--- src/rtl/pool_window_feeder_pkg.sv ---
// Shared constants, FSM state encoding and configuration check for the pooling window feeder.
package pool_window_feeder_pkg;

    localparam int DATA_WIDTH    = 16;
    localparam int CLK_NUM_WIDTH = 8;
    localparam int ADDR_WIDTH    = 12;
    localparam int DIM_WIDTH     = 8;

    typedef enum logic [2:0] {
        ST_IDLE,
        ST_READ,
        ST_WAIT_RES,
        ST_WRITE,
        ST_DONE
    } state_t;

    function automatic logic cfg_legal(input int k, input int s, input int w, input int h);
        return (k != 0) && (s != 0) && (k <= w) && (k <= h);
    endfunction

endpackage

--- src/rtl/pool_window_counter.sv ---
// Window index counters: kx/ky walk the K x K window row-major, ox/oy walk the output map.
module pool_window_counter #(
    parameter int DIM_WIDTH = 8
) (
    input  logic                 clk,
    input  logic                 rst,
    input  logic                 clr,
    input  logic                 step_k,
    input  logic                 step_win,
    input  logic [3:0]           k,
    input  logic [DIM_WIDTH-1:0] ow,
    input  logic [DIM_WIDTH-1:0] oh,
    output logic [3:0]           kx,
    output logic [3:0]           ky,
    output logic [DIM_WIDTH-1:0] ox,
    output logic [DIM_WIDTH-1:0] oy,
    output logic                 last_k,
    output logic                 last_win
);

    localparam logic [DIM_WIDTH-1:0] DIM_ONE = {{(DIM_WIDTH-1){1'b0}}, 1'b1};

    logic [3:0]           kx_q, kx_d, ky_q, ky_d;
    logic [DIM_WIDTH-1:0] ox_q, ox_d, oy_q, oy_d;
    logic [3:0]           k_max;
    logic [DIM_WIDTH-1:0] ow_max, oh_max;

    always_comb begin
        k_max    = k - 4'd1;
        ow_max   = ow - DIM_ONE;
        oh_max   = oh - DIM_ONE;
        last_k   = (kx_q == k_max) && (ky_q == k_max);
        last_win = (ox_q == ow_max) && (oy_q == oh_max);
        kx_d     = kx_q;
        ky_d     = ky_q;
        ox_d     = ox_q;
        oy_d     = oy_q;
        if (clr) begin
            kx_d = '0;
            ky_d = '0;
            ox_d = '0;
            oy_d = '0;
        end else begin
            if (step_k) begin
                if (kx_q == k_max) begin
                    kx_d = '0;
                    ky_d = (ky_q == k_max) ? 4'd0 : ky_q + 4'd1;
                end else begin
                    kx_d = kx_q + 4'd1;
                end
            end
            if (step_win) begin
                if (ox_q == ow_max) begin
                    ox_d = '0;
                    oy_d = last_win ? '0 : oy_q + DIM_ONE;
                end else begin
                    ox_d = ox_q + DIM_ONE;
                end
            end
        end
    end

    always_ff @(posedge clk) begin
        if (rst) begin
            kx_q <= '0;
            ky_q <= '0;
            ox_q <= '0;
            oy_q <= '0;
        end else begin
            kx_q <= kx_d;
            ky_q <= ky_d;
            ox_q <= ox_d;
            oy_q <= oy_d;
        end
    end

    assign kx = kx_q;
    assign ky = ky_q;
    assign ox = ox_q;
    assign oy = oy_q;

endmodule

--- src/rtl/pool_window_feeder.sv ---
// Streams each K x K pooling window to a max-pool unit and writes back its result.
// Optional WAIT_RES watchdog with timeout_err output: define POOL_FEEDER_TIMEOUT_EN.
module pool_window_feeder #(
    parameter int DATA_WIDTH    = pool_window_feeder_pkg::DATA_WIDTH,
    parameter int CLK_NUM_WIDTH = pool_window_feeder_pkg::CLK_NUM_WIDTH,
    parameter int ADDR_WIDTH    = pool_window_feeder_pkg::ADDR_WIDTH,
    parameter int DIM_WIDTH     = pool_window_feeder_pkg::DIM_WIDTH
) (
    input  logic                     clk,
    input  logic                     rst,
    input  logic                     start,
    input  logic [DIM_WIDTH-1:0]     fm_width,
    input  logic [DIM_WIDTH-1:0]     fm_height,
    input  logic [3:0]               kernel_size,
    input  logic [3:0]               stride,
    output logic                     busy,
    output logic                     done,
    output logic                     cfg_err,
    output logic                     rd_en,
    output logic [ADDR_WIDTH-1:0]    rd_addr,
    input  logic [DATA_WIDTH-1:0]    rd_data,
    output logic                     cmp_valid,
    output logic [DATA_WIDTH-1:0]    cmp_data,
    output logic [CLK_NUM_WIDTH-1:0] data_num,
    input  logic                     result_ready,
    input  logic [DATA_WIDTH-1:0]    max_pool_result,
    output logic                     wr_en,
    output logic [ADDR_WIDTH-1:0]    wr_addr,
    output logic [DATA_WIDTH-1:0]    wr_data
`ifdef POOL_FEEDER_TIMEOUT_EN
    ,
    output logic                     timeout_err
`endif
);

    import pool_window_feeder_pkg::*;

    localparam logic [DIM_WIDTH-1:0] DIM_ONE = {{(DIM_WIDTH-1){1'b0}}, 1'b1};

    state_t                   state_q, state_d;
    logic [DIM_WIDTH-1:0]     fmw_q, fmw_d, ow_q, ow_d, oh_q, oh_d;
    logic [3:0]               k_q, k_d, stride_q, stride_d;
    logic [CLK_NUM_WIDTH-1:0] data_num_q, data_num_d;
    logic [DATA_WIDTH-1:0]    res_q, res_d;
    logic                     cmp_valid_q, cmp_valid_d;
    logic                     cfg_err_q, cfg_err_d;
`ifdef POOL_FEEDER_TIMEOUT_EN
    logic [7:0]               wdog_q, wdog_d;
    logic                     timeout_err_q, timeout_err_d;
`endif

    logic                     legal;
    logic [3:0]               stride_safe;
    logic                     cnt_clr, cnt_step_k, cnt_step_win, last_k, last_win;
    logic [3:0]               kx, ky;
    logic [DIM_WIDTH-1:0]     ox, oy;
    logic [ADDR_WIDTH-1:0]    row_a, col_a;

    pool_window_counter #(.DIM_WIDTH(DIM_WIDTH)) u_counter (
        .clk      (clk),
        .rst      (rst),
        .clr      (cnt_clr),
        .step_k   (cnt_step_k),
        .step_win (cnt_step_win),
        .k        (k_q),
        .ow       (ow_q),
        .oh       (oh_q),
        .kx       (kx),
        .ky       (ky),
        .ox       (ox),
        .oy       (oy),
        .last_k   (last_k),
        .last_win (last_win)
    );

    always_ff @(posedge clk) begin
        if (rst) begin
            state_q     <= ST_IDLE;
            fmw_q       <= '0;
            ow_q        <= '0;
            oh_q        <= '0;
            k_q         <= '0;
            stride_q    <= '0;
            data_num_q  <= '0;
            res_q       <= '0;
            cmp_valid_q <= 1'b0;
            cfg_err_q   <= 1'b0;
`ifdef POOL_FEEDER_TIMEOUT_EN
            wdog_q        <= '0;
            timeout_err_q <= 1'b0;
`endif
        end else begin
            state_q     <= state_d;
            fmw_q       <= fmw_d;
            ow_q        <= ow_d;
            oh_q        <= oh_d;
            k_q         <= k_d;
            stride_q    <= stride_d;
            data_num_q  <= data_num_d;
            res_q       <= res_d;
            cmp_valid_q <= cmp_valid_d;
            cfg_err_q   <= cfg_err_d;
`ifdef POOL_FEEDER_TIMEOUT_EN
            wdog_q        <= wdog_d;
            timeout_err_q <= timeout_err_d;
`endif
        end
    end

    always_comb begin
        state_d     = state_q;
        fmw_d       = fmw_q;
        ow_d        = ow_q;
        oh_d        = oh_q;
        k_d         = k_q;
        stride_d    = stride_q;
        data_num_d  = data_num_q;
        res_d       = res_q;
        cmp_valid_d = (state_q == ST_READ);
        cfg_err_d   = 1'b0;
        legal       = cfg_legal(int'(kernel_size), int'(stride), int'(fm_width), int'(fm_height));
        stride_safe = (stride == 4'd0) ? 4'd1 : stride;
`ifdef POOL_FEEDER_TIMEOUT_EN
        wdog_d        = (state_q == ST_WAIT_RES) ? wdog_q + 8'd1 : 8'd0;
        timeout_err_d = 1'b0;
`endif
        case (state_q)
            ST_IDLE: begin
                if (start) begin
                    if (legal) begin
                        state_d    = ST_READ;
                        fmw_d      = fm_width;
                        k_d        = kernel_size;
                        stride_d   = stride;
                        ow_d       = (fm_width - DIM_WIDTH'(kernel_size)) / DIM_WIDTH'(stride_safe) + DIM_ONE;
                        oh_d       = (fm_height - DIM_WIDTH'(kernel_size)) / DIM_WIDTH'(stride_safe) + DIM_ONE;
                        data_num_d = CLK_NUM_WIDTH'(kernel_size) * CLK_NUM_WIDTH'(kernel_size);
                    end else begin
                        cfg_err_d = 1'b1;
                    end
                end
            end
            ST_READ: begin
                if (last_k) begin
                    state_d = ST_WAIT_RES;
                end
            end
            ST_WAIT_RES: begin
                if (result_ready) begin
                    res_d   = max_pool_result;
                    state_d = ST_WRITE;
                end
`ifdef POOL_FEEDER_TIMEOUT_EN
                else if (wdog_q == 8'd254) begin
                    state_d       = ST_IDLE;
                    timeout_err_d = 1'b1;
                end
`endif
            end
            ST_WRITE: state_d = last_win ? ST_DONE : ST_READ;
            ST_DONE:  state_d = ST_IDLE;
            default:  state_d = ST_IDLE;
        endcase
    end

    // Addresses wrap at ADDR_WIDTH because every term is evaluated at that width.
    always_comb begin
        row_a        = ADDR_WIDTH'(oy) * ADDR_WIDTH'(stride_q) + ADDR_WIDTH'(ky);
        col_a        = ADDR_WIDTH'(ox) * ADDR_WIDTH'(stride_q) + ADDR_WIDTH'(kx);
        busy         = (state_q != ST_IDLE);
        done         = (state_q == ST_DONE);
        rd_en        = (state_q == ST_READ);
        rd_addr      = rd_en ? row_a * ADDR_WIDTH'(fmw_q) + col_a : '0;
        wr_en        = (state_q == ST_WRITE);
        wr_addr      = wr_en ? ADDR_WIDTH'(oy) * ADDR_WIDTH'(ow_q) + ADDR_WIDTH'(ox) : '0;
        wr_data      = wr_en ? res_q : '0;
        cmp_valid    = cmp_valid_q;
        cmp_data     = cmp_valid_q ? rd_data : '0;
        data_num     = data_num_q;
        cfg_err      = cfg_err_q;
        cnt_clr      = (state_q == ST_IDLE);
        cnt_step_k   = (state_q == ST_READ);
        cnt_step_win = (state_q == ST_WRITE);
    end

`ifdef POOL_FEEDER_TIMEOUT_EN
    assign timeout_err = timeout_err_q;
`endif

endmodule

--- config.mk ---
export PLATFORM = sky130hd
export DESIGN_NAME = pool_window_feeder
export DESIGN_NICKNAME = d
export VERILOG_FILES = /design/src/rtl/pool_window_feeder_pkg.sv /design/src/rtl/pool_window_counter.sv /design/src/rtl/pool_window_feeder.sv
export SDC_FILE = /design/constraint.sdc
export NUM_CORES = 1
export LEC_CHECK = 0
export CORE_MARGIN = 2
export CORE_UTILIZATION = 40
export DETAILED_ROUTE_END_ITERATION = 10
export PLACE_DENSITY = 0.69
export SLEW_MARGIN = 20
export SYNTH_ARGS = -nofsm -noshare
export SYNTH_HDL_FRONTEND = slang
export SYNTH_SLANG_ARGS = --single-unit
export TNS_END_PERCENT = 30
--- constraint.sdc ---
create_clock -name clk -period 39.1 [get_ports clk]
set_clock_uncertainty 0.05 [all_clocks]
set_input_delay 3.91 -clock clk [delete_from_list [all_inputs] [get_ports clk]]
set_output_delay 3.91 -clock clk [all_outputs]
set_load 0.02 [all_outputs]
==> results of run 1 <==
==> power groups by stage <==
stage          Clock [W]  Combinational [W]  Sequential [W]
3_3_place_gp           0           0.000416        0.000113
5_1_grt        0.0000950           0.000482        0.000114
4_1_cts        0.0000905           0.000426        0.000112
3_5_place_dp           0           0.000422        0.000114
2_1_floorplan          0           0.000339        0.000101
6_report       0.0000892           0.000431        0.000112
==> sequential cells by signal, summed over array words and instances, names as in the netlist, 6 cells and up <==
name and cells:
ow_q 8, fmw_q 8, u_counter.ox 8, oh_q 8, data_num 6, res_q 16
u_counter.oy 8
==> cell usage in the layout (no fill, tap or decap), types with 7 or more instances in the layout <==
cell             instances
nand4_1                 17
nor2b_1                 10
nor2_1                 102
dfxtp_1                 83
o21ai_0                 36
nand2_1                237
fa_1                   124
xnor2_1                 76
nand3_1                 18
a21oi_1                 93
nor4_1                   7
nand2b_1                19
o21a_1                  27
mux2i_1                 14
inv_1                  215
clkdlybuf4s50_1        127
and2_1                 127
a21o_1                  25
ha_1                   162
nor3_1                  34
o211ai_1                 7
clkbuf_16                9
o31ai_1                  8
a31oi_1                  8
or3_1                   16
xor2_1                  39
==> worst reg2reg max path: stages, from the launching register on <==
cell	delay [ns]
dfxtp_1	0.45
or3_1	0.47
or3_1	0.37
nor3_1	0.19
xnor2_1	0.10
a211oi_1	0.17
o2111ai_1	0.30
nor2_1	0.47
nand4_1	0.28
or3_1	0.39
a21oi_1	0.13
==> metal layers <==
metal | vias to the layer above | track usage (%) | wire [um]
li1 | 5668 | - | -
met1 | 5501 | 26.0 | 15300
met2 | 260 | 35.3 | 16400
met3 | 34 | 2.12 | 1370
met4 | 0 | 4.52 | 600
met5 | - | 0 | 0
==> worst max path at each step <==
stage | slack, ns | end | from
after global routing | 19.84 | oh_q[6] | kernel_size[1]
after CTS | 21.24 | oh_q[6] | kernel_size[1]
after detailed placement | 20.92 | oh_q[6] | kernel_size[1]
after global placement | 21.43 | oh_q[6] | kernel_size[1]
final | 21.08 | oh_q[6] | kernel_size[1]
after floorplan | 23.30 | oh_q[6] | kernel_size[1]
==> through the flow <==
step | total power [W] | utilization [%] | area [um2] | setup WS [ns] | hold slack (ns)
6_report | 0.000632 | 46.0 | 15300 | 21.08 | 0.399
5_1_grt | 0.000691 | 46.0 | 15300 | 19.84 | 0.426
4_1_cts | 0.000628 | 46.0 | 15300 | 21.24 | 0.402
3_5_place_dp | 0.000536 | 45.1 | 15000 | 20.92 | 0.394
3_3_place_gp | 0.000529 | 45.1 | 15000 | 21.43 | 0.387
2_1_floorplan | 0.000440 | - | 13400 | 23.30 | 0.382
==> cell families (layout without fill, tap and decap cells) <==
kind of cell	Yosys count	count (layout)	share of synthesized area, %
AND/OR/NAND/NOR	635	635	23.4
adder cells (fa/ha/maj)	287	287	33.7
buffers and inverters	280	365	8.12
AO/OA/AOI/OAI	259	259	12.8
XOR/XNOR	118	118	8.02
flip-flops	83	83	12.4
multiplexers	20	20	1.55
other	1	1	0.0280
==> layout make-up <==
| cell class | count | area [um2] |
|---|---|---|
| clock buffers | 10 | 229 |
| repair buffers | 132 | 1310 |
| well taps | 448 | 561 |
| multi-input cells | 1320 | 10700 |
| inverters | 217 | 815 |
| fillers | 3327 | 18000 |
| flip-flops and latches | 83 | 1660 |
| clock inverters | 6 | 72.6 |
==> qor.yml, run 1 <==
pwr:
  intPower_w: 0.000325
  leakagePower_nw: 6.86
  peakVddDrop_mv: 0.0351
  p_per_area_nw_per_um2: 41.3
  switchingPower_w: 0.000307
  p_comb_share_pct: 68.2
  swShare_pct: 48.6
  sequentialPowerShare_pct: 17.7
  clkPwrFrac_pct: 14.1
sta:
  setup_violations: 0
  setup_tns_ns: 0
  timing.fmax_ghz: 0.0555
  worst_pin_slew_ns: 0.748
  period_minus_slack_ns: 18.02
  maxSlewHeadroom_pct: 49.8
  post-route-period-util_pct: 46.1
  hold_violations: 0
  rsz0062_at_grt: "false"
  maxSlewViolCount: 0
synthesis:
  synth_top_cell_area_share_pct: 18.5
  yosysMostFrequentCell: "nand2_1"
  synthTopCellsByArea: "fa_1 (19%), ha_1 (15%), dfxtp_1 (12%), nand2_1 (6.6%), inv_1 (6.0%)"
  synth-seq-cells: 83
  syn_nets: 2029
  synthCells: 1683
  synth.cells.most_frequent: "nand2_1 (237), inv_1 (215), ha_1 (162), and2_1 (127), fa_1 (124)"
  synth.avg_cell_area_um2: 7.96
  netlist_area_um2: 13400
  ys_seq_area_share_pct: 12.4
  yosysTopAreaCell: "fa_1"
  ys_types: 81
  ys_warn_count: 0
  synth_edf_count: 0
  synth_ff_type: "dfxtp_1"
  synthArstFlopShare_pct: 0
cts:
  cts_tree: "done"
  cts_resized: 0
  post-cts-setup-buffers: 0
  clk_latency_ns: 0.36
  htree_levels: 3
  cts_root_buf: "clkbuf_16"
  cts_sinks: 83
  cts_buffers: 9
  postCtsHoldBufs: 0
  clk_pin_slew_ns: 0.07
  cts_buffer_depth: 2
critical_path:
  crit_path_frequent_cell: "o21a_1"
  crit_path_start_kind: "input port"
  r2r_start: "ow_q[0]"
  crit_slowest_cell: "clkdlybuf4s50_1"
  cp-end-kind: "flop"
  crit_family: "compound AO/OA/AOI/OAI gates"
  required_ns: 39.27
  critPathMaxFanout: 8
  cp.depth: 65
  critPathMaxStageDelay_ns: 0.66
  worstPathArrival_ns: 18.19
  worst-setup-path-type: "in2reg"
  critPathBufInv: 5
  r2r_cells: 10
  reg2reg_to: "u_counter.oy[7]"
  ff2ff_setup_slack_ns: 35.66
floorplan:
  boundaryPins: 130
  die_area_um2: 35000
  die_h_um: 187
  core_area_um2: 33300
  start_util_pct: 40.3
  fp.dieW_um: 187
  rows: 67
outcome:
  status: "finished, final reports clean"
grt:
  grt_usage_pct: 19.9
  grt_pass1_wl_mm: 57.8
  first_global_vias: 11700
  gr-total-overflow: 0
  grt_max_degree: 59
  antenna_found_initial: 0
placed_design:
  place.gp.congestion: 0.867
  port_buffers: 128
  dp_cells: 2200
  hpwl_mm: 27.3
routing:
  totalWireLength_mm: 33.7
  vias: 11500
  post-route-drc-count: 0
  drtPass1Iterations: 5
  detail_route.wl_per_cell_um: 15.2
  drtIter0Drc: 672
  antenna_left: 0
  viasPerCell: 5.17
layout:
  areaGrowthSynthToFinish_pct: 14.2
  instances_no_fill: 2216
  antenna_cells: 0
  drive_gt1_share_pct: 3.05
  nNetsFinal: 2109
worst_hold_path:
  hold_path_end: "res_q[0]"
  hp-start: "res_q[0]"
  hold_class: "reg2reg"
  whs_path_depth: 2
flow_run:
  max-cap-violations: 0
Power figures use the tool's default switching activity.
==> inputs of run 2 (changes only) <==
clock period = 17.7 ns   (was 39.1 ns; I/O delays follow)
==> qor.yml, run 2 (same netlist as run 1, synthesis figures left out) <==
pwr:
  swShare_pct: 48.7
  intPower_w: 0.000718
  leakagePower_nw: 6.85
  clkPwrFrac_pct: 14.0
  sequentialPowerShare_pct: 17.7
  peakVddDrop_mv: 0.0679
  p_comb_share_pct: 68.3
  switchingPower_w: 0.000682
  p_per_area_nw_per_um2: 91.5
sta:
  post-route-period-util_pct: 89.5
  setup_violations: 0
  worst_pin_slew_ns: 0.752
  setup_tns_ns: 0
  fin_hold_ws_ns: 0.402
  period_minus_slack_ns: 15.85
  maxSlewHeadroom_pct: 49.8
  rsz0062_at_grt: "false"
  timing.fmax_ghz: 0.0631
  maxSlewViolCount: 0
  hold_violations: 0
layout:
  fill_cells: 3326
  antenna_cells: 0
  areaGrowthSynthToFinish_pct: 14.2
  layout_common_cells: "nand2_1 (237), inv_1 (215), ha_1 (162), and2_1 (127), clkdlybuf4s50_1 (127)"
  multi_input_area_um2: 10700
  seq_area_um2: 1660
  nNetsFinal: 2109
  post-route-util_pct: 46.0
  final_common_cell: "nand2_1"
  drive_gt1_share_pct: 3.05
  postLayoutCellArea_um2: 15300
  largest-register: "res_q"
  largest_reg_flops: 16
routing:
  detail_route.wl_per_cell_um: 15.4
  drtPass1Iterations: 5
  antenna_left: 0
  post-route-drc-count: 0
  drtIter0Drc: 648
  vias: 11500
  totalWireLength_mm: 34.1
  viasPerCell: 5.19
grt:
  grt_pass1_wl_mm: 58.1
  grt_max_degree: 59
  grt_usage_pct: 20.0
  first_global_vias: 11700
  gr-total-overflow: 0
  antenna_found_initial: 0
worst_hold_path:
  hp-start: "res_q[8]"
  hold_class: "reg2reg"
  hold_path_end: "res_q[8]"
  whs_path_depth: 2
critical_path:
  critPathMaxStageDelay_ns: 0.66
  cp-end-kind: "flop"
  r2r_cells: 10
  crit_path_start_kind: "input port"
  ff2ff_setup_slack_ns: 14.26
  required_ns: 17.88
  worstPathArrival_ns: 16.03
  crit_slowest_cell: "clkdlybuf4s50_1"
  r2r_start: "ow_q[0]"
  reg2reg_to: "u_counter.oy[5]"
  crit_path_frequent_cell: "o21a_1"
  worst-setup-path-type: "in2reg"
  critPathMaxFanout: 8
floorplan:
  die_area_um2: 35000
  rows: 67
  fp.dieW_um: 187
  boundaryPins: 130
  start_util_pct: 40.3
  core_area_um2: 33300
  die_h_um: 187
placed_design:
  hpwl_mm: 27.6
  place.gp.congestion: 0.868
  port_buffers: 128
  placed_area_um2: 15000
cts:
  postCtsHoldBufs: 0
  post-cts-setup-buffers: 0
  cts_buffers: 9
  cts_tree: "done"
  cts_root_buf: "clkbuf_16"
  cts_buffer_depth: 2
  htree_levels: 3
  cts_resized: 0
  clk_pin_slew_ns: 0.07
  clk_latency_ns: 0.36
  cts_sinks: 83
outcome:
  status: "finished, final reports clean"
flow_run:
  max-cap-violations: 0
## run 2: power by group through the flow
stage                     clock network [W]  logic (W)  registers [W]
after global routing               0.000208    0.00107       0.000252
after global placement                    0   0.000920       0.000250
final                              0.000196   0.000957       0.000247
after floorplan                           0   0.000749       0.000224
after CTS                          0.000200   0.000941       0.000247
after detailed placement                  0   0.000933       0.000251
## run 2: metal layers
layer | up-vias | GRT usage, % | share of wire, % | wire, um
met1 | 5523 | 25.4 | 44 | 15200
li1 | 5667 | - | - | -
met3 | 47 | 2.72 | 4.5 | 1550
met4 | 0 | 5.19 | 2.0 | 677
met5 | - | 0 | 0 | 0
met2 | 271 | 35.7 | 49 | 16700
## run 2: how the worst max path moves through the flow
stage,start,to,depth (start not counted)
global placement,kernel_size[1],oh_q[6],65
finish,kernel_size[1],oh_q[6],65
CTS,kernel_size[1],oh_q[6],65
global route,kernel_size[1],oh_q[6],64
detailed placement,kernel_size[1],oh_q[6],65
floorplan,kernel_size[1],oh_q[6],63
## run 2: layout make-up
| cell class | instances | share of cell area (%) |
|---|---|---|
| Multi-Input combinational cell | 1320 | 69.6 |
| Timing Repair Buffer | 132 | 8.54 |
| Inverter | 217 | 5.32 |
| Sequential cell | 83 | 10.9 |
| Clock inverter | 6 | 0.474 |
| Clock buffer | 10 | 1.50 |
| Tap cell | 448 | 3.66 |
## run 2: metrics by stage
step	total power, W	setup slack (ns)	cells
final	0.00140	1.85	2216
after global routing	0.00153	0.644	2216
after CTS	0.00139	1.98	2216
after detailed placement	0.00118	1.65	2200
after global placement	0.00117	2.17	2200
after floorplan	0.000972	4.04	1683
## run 2: critical path: cells and delay by family
kind | cells | cell delay (ns)
AOI/OAI and AO/OA | 29 | 5.80
xor gates and xnor gates | 2 | 0.32
adders and majority gates | 10 | 2.98
buffers and inverters | 5 | 1.25
muxes | 2 | 0.46
and+or+nand+nor | 17 | 3.43
==> inputs of run 3 (changes only) <==
TNS_END_PERCENT = default   (was 30)
==> results of run 3 <==
The final DEF is identical to that of run 2; final timing and power are the same.
==> RTL edit 1 (config.mk and constraints of run 3) <==
Re-encode `state_t` (5 states) as one-hot, 5 bits wide.
--- a/src/rtl/pool_window_feeder_pkg.sv
+++ b/src/rtl/pool_window_feeder_pkg.sv
@@ -7,10 +7,10 @@
     localparam int DIM_WIDTH     = 8;
 
-    typedef enum logic [2:0] {
-        ST_IDLE,
-        ST_READ,
-        ST_WAIT_RES,
-        ST_WRITE,
-        ST_DONE
+    typedef enum logic [4:0] {
+        ST_IDLE     = 5'b00001,
+        ST_READ     = 5'b00010,
+        ST_WAIT_RES = 5'b00100,
+        ST_WRITE    = 5'b01000,
+        ST_DONE     = 5'b10000
     } state_t;
 
Behaviour: no difference found for any inputs over 4 cycles, from zero or initial values and one cycle with rst high; so few cycles prove little.
==> RTL edit 1 against run 3 <==
  * Design area up 0.69%
  * Area after synthesis grew 0.65%
  * Total power rose by 4.3%
  * Routed wire length shrank 0.41%
  * Setup slack worse by 100 ps
  * Final cell count is 0.68% higher
  * First-iteration DRC count down 2.2%
  * Sequential cell count increased by 2
  * Die area is 0.64% higher
  * Utilization is 0.20 points higher
  * Highest routed layer unchanged
  * Synthesized cell count is 0.89% higher
  * Critical endpoint is now ow_q[6]
  * Largest cell class unchanged
  * Register-to-register slack improved by 210 ps
==> RTL edit 1: results (changes against run 3) <==
| Metric | Value |
|---|---|
| Status | finished, final reports clean (unchanged) |
| Max transition margin | 0.314 (was 0.498) |
| Layout cell share with drive strength beyond 1 | 0.0292 (was 0.0305) |
| Synth unique cells | 83 (was 81) |
| Bufs w/o clock | 135 (was 132) |
| Largest stage delay on the critical path | 590 ps (was 660 ps) |
| Critical Path AT | 16180 ps (was 16030 ps) |
| Multiplexer share of the synthesized area | 0.0136 (was 0.0155) |
| NonClk Buf Share | 0.0863 (was 0.0854) |
| Ranking of synthesized cells by area | fa_1, ha_1, dfxtp_1 (unchanged) |
| Min Tclk post-route | 15950 ps (was 15850 ps) |
| Mapped Nets | 2044 (was 2029) |
| Clock-cell share | 0.0188 (was 0.0197) |
| CLK BUF | 12 (was 10) |
| GPL Wtd Cong | 0.905 (was 0.868) |
| Crit-path slowest cell | o21ai_0 (was clkdlybuf4s50_1) |
| Vias per inst | 5.22 (was 5.19) |
| Met2 Use GR | 0.350 (was 0.357) |
| Worst VDD drop | 0.0000995 V (was 0.0000679 V) |
| P_leak | 6.85 nW (about the same) |
| Global-route wire length before repair | 57900 um (was 58100 um) |
| R2R depth | 13 (was 10) |
| Sequential-to-total area share from yosys stat | 0.126 (was 0.124) |
| Min-delay src | res_q[3] (was res_q[8]) |
| Dpl ws | 1480 ps (was 1650 ps) |
| Invs w/o clock | 208 (was 217) |
| WL per Instance | 15.2 um (was 15.4 um) |
| GR Util met3 | 0.0202 (was 0.0272) |
| Hold endpoint | res_q[3] (was res_q[8]) |
| Wire length on met2 | 16400 um (was 16700 um) |
| Tot GR Track Use | 0.198 (was 0.200) |
| Grt met1 use | 0.254 (about the same) |
| Hpwl dp | 27000 um (was 27600 um) |
| Fin cells | 2231 (was 2216) |
| Hold_ws | 399 ps (was 402 ps) |
[RTL edit 1: cell types whose count changed in the layout (fill, tap and decap cells not counted), sizes merged, moves of 4 or more]
| cell | before | now |
|---|---|---|
| inv | 217 | 206 |
| nor4 | 7 | 12 |
| nand4 | 17 | 9 |
| nor2 | 103 | 107 |
| nor3 | 36 | 43 |
| o21ai | 43 | 51 |
| nand2 | 237 | 230 |
| nor2b | 10 | 19 |
| mux2i | 14 | 9 |
| o31ai | 8 | 3 |
| xor2 | 39 | 35 |
| a211oi | 6 | 12 |
| o211ai | 7 | 3 |
[RTL edit 1: where the power goes]
group / switching, mW / leakage [nW] / internal, mW
combinational: 0.560 / 6.02 / 0.437
sequential: 0.0563 / 0.689 / 0.215
clock: 0.0884 / 0.135 / 0.104
total: 0.705 / 6.85 / 0.756
==> RTL edit 2 (config.mk and constraints of run 3) <==
Without the edit above. `DIM_WIDTH` is set to 8 in 2 places; all go to 9.
--- a/src/rtl/pool_window_feeder_pkg.sv
+++ b/src/rtl/pool_window_feeder_pkg.sv
@@ -5,5 +5,5 @@
     localparam int CLK_NUM_WIDTH = 8;
     localparam int ADDR_WIDTH    = 12;
-    localparam int DIM_WIDTH     = 8;
+    localparam int DIM_WIDTH     = 9;
 
     typedef enum logic [2:0] {
--- a/src/rtl/pool_window_counter.sv
+++ b/src/rtl/pool_window_counter.sv
@@ -1,5 +1,5 @@
 // Window index counters: kx/ky walk the K x K window row-major, ox/oy walk the output map.
 module pool_window_counter #(
-    parameter int DIM_WIDTH = 8
+    parameter int DIM_WIDTH = 9
 ) (
     input  logic                 clk,
Interface: changed (resized fm_height and fm_width); port bits go from 130 to 132. No check against the original RTL was run, so the function may have changed too.
==> RTL edit 2 against run 3 <==
  * Sequential cell count is 5 higher
  * Die area rose by 10%
  * Register-to-register slack gained 90 ps
  * Setup slack worse by 950 ps
  * Area after synthesis rose by 11%
  * Routed wire length rose by 13%
  * Utilization grew 0.47 points
  * Design area is 11% higher
  * Total power is 61% higher
==> RTL edit 2: results (changes against run 3) <==
| Metric | Value |
|---|---|
| Top_reg_cell synth | dfxtp_1 (unchanged) |
| Layout cell share with drive strength beyond 1 | 0.0437 (was 0.0305) |
| Largest register by flop count | res_q (unchanged) |
| Post-synth ARST share | 0 (unchanged) |
| Worst-Margin Slew | 972 ps (was 752 ps) |
| I/O Buffers | 130 (was 128) |
| Crit-path slowest cell | or4b_4 (was clkdlybuf4s50_1) |
| H-Tree Depth | 3 (unchanged) |
| Mapped Cells | 1869 (was 1683) |
| GPL Wtd Cong | 0.921 (was 0.868) |
| Worst-path fanout max | 8 (unchanged) |
| Post-Synth Adder-Cell Area | 0.331 (was 0.337) |
| Setup TNS | 0 ps (unchanged) |
| Via count of the first global-routing pass | 13400 (was 11700) |
| DRT Pass-1 Iters | 5 (unchanged) |
| Initial DRC count | 713 (was 648) |
| Ant. Diodes | 0 (unchanged) |
| Post-synth top cells | nand2_1, inv_1, ha_1, and2_1, fa_1 (unchanged) |
| Via count | 13000 (was 11500) |
| Status | finished, final reports clean (unchanged) |
| Tot GR Track Use | 0.205 (was 0.200) |
| Hpwl dp | 30900 um (was 27600 um) |
| Clock Root Buffer | clkbuf_16 (unchanged) |
| Max clock buf depth | 2 (unchanged) |
| Multiplexer share of the synthesized area | 0.0144 (was 0.0155) |
| Critical Path AT | 17030 ps (was 16030 ps) |
| Complex-gate fraction of the synthesized area | 0.135 (was 0.128) |
| Clk_lat worst skew | 360 ps (about the same) |
| Area share of xor/xnor cells in the synthesized design | 0.0913 (was 0.0802) |
| CP top delay family | compound AO/OA/AOI/OAI gates (unchanged) |
| Nets | 2337 (was 2109) |
| Global-route wire length before repair | 65100 um (was 58100 um) |
| Hold crit path type | reg -> reg (unchanged) |
| WL per Instance | 15.8 um (was 15.4 um) |
| Synth unique cells | 85 (was 81) |
| Dpl ws | 150 ps (was 1650 ps) |
| Clock slew at reported path FFs | 70 ps (about the same) |
| CTS buffer count | 9 (unchanged) |
| Placed Area | 16600 sq um (was 15000 sq um) |
| Largest stage delay on the critical path | 560 ps (was 660 ps) |
| Mapped Nets | 2244 (was 2029) |
| Post-Route WL | 38500 um (was 34100 um) |
| Worst VDD drop | 0.000287 V (was 0.0000679 V) |
| Sequential-to-total area share from yosys stat | 0.119 (was 0.124) |
| Initial antenna violation count | 0 (unchanged) |
| Ranking of synthesized cells by area | fa_1, ha_1, dfxtp_1 (unchanged) |
| P_leak | 7.38 nW (was 6.85 nW) |
| Largest net degree at the start of global routing | 69 (was 59) |
| Max reg flops | 16 (unchanged) |
| Post-placement cell count | 2417 (was 2200) |
| Ys Warns | 0 (unchanged) |
-- RTL edit 2: cell types whose count changed after synthesis, sizes merged, moves of 7 or more --
cell    delta
xnor2     +32
ha        +20
nand2     +17
and2      +16
o21ai     +13
clkbuf    +11
nor2      +11
o21a      +10
a21oi      +8
nor4       +8
fa         +7
nor3       +7
-- RTL edit 2: cell type report --
| cell class | count | area [sq um] |
|---|---|---|
| fillers | 3548 | 19600 |
| multi-input cells | 1495 | 12000 |
| flip-flops and latches | 88 | 1760 |
| repair buffers | 152 | 1460 |
| inverters | 216 | 811 |
| well taps | 468 | 586 |
| clock buffers | 10 | 239 |
| clock inverters | 5 | 57.6 |
-- RTL edit 2: timing repair --
action,4_1_cts,5_1_grt
endpoints found under the setup margin,0,15
buffers inserted,0,2
resized for setup,0,21
-- RTL edit 2: path summary, 6_finish.rpt --
kind,start,cells past startpoint,slack (ps),endpoint
max,kernel_size[0],73,900,oh_q[6]
min,res_q[10],2,400,res_q[10]
max reg2reg,ow_q[0],11,14350,u_counter.oy[7]
min reg2reg,res_q[10],2,400,res_q[10]
-- RTL edit 2: power breakdown --
part           internal (mW)  switching (mW)
logic                  0.755            1.03
registers              0.225          0.0506
clock network          0.113          0.0842
-- RTL edit 2: kinds of logic (layout without fill, tap and decap cells) --
family / count (synthesis) / in the layout
AND/OR/NAND/NOR: 706 / 706
adder cells (fa/ha/maj): 313 / 313
buffers and inverters: 286 / 383
multiplexers: 20 / 20
XOR/XNOR: 152 / 152
AO/OA/AOI/OAI: 303 / 303
other: 1 / 1
flip-flops: 88 / 88
-- RTL edit 2: routing by layer --
layer,GRT usage,routed length [um],up-vias
met5,0,0,-
met4,0.0707,1100,0
met3,0.0161,1400,74
met2,0.375,19200,296
met1,0.254,16800,6236
li1,-,-,6374
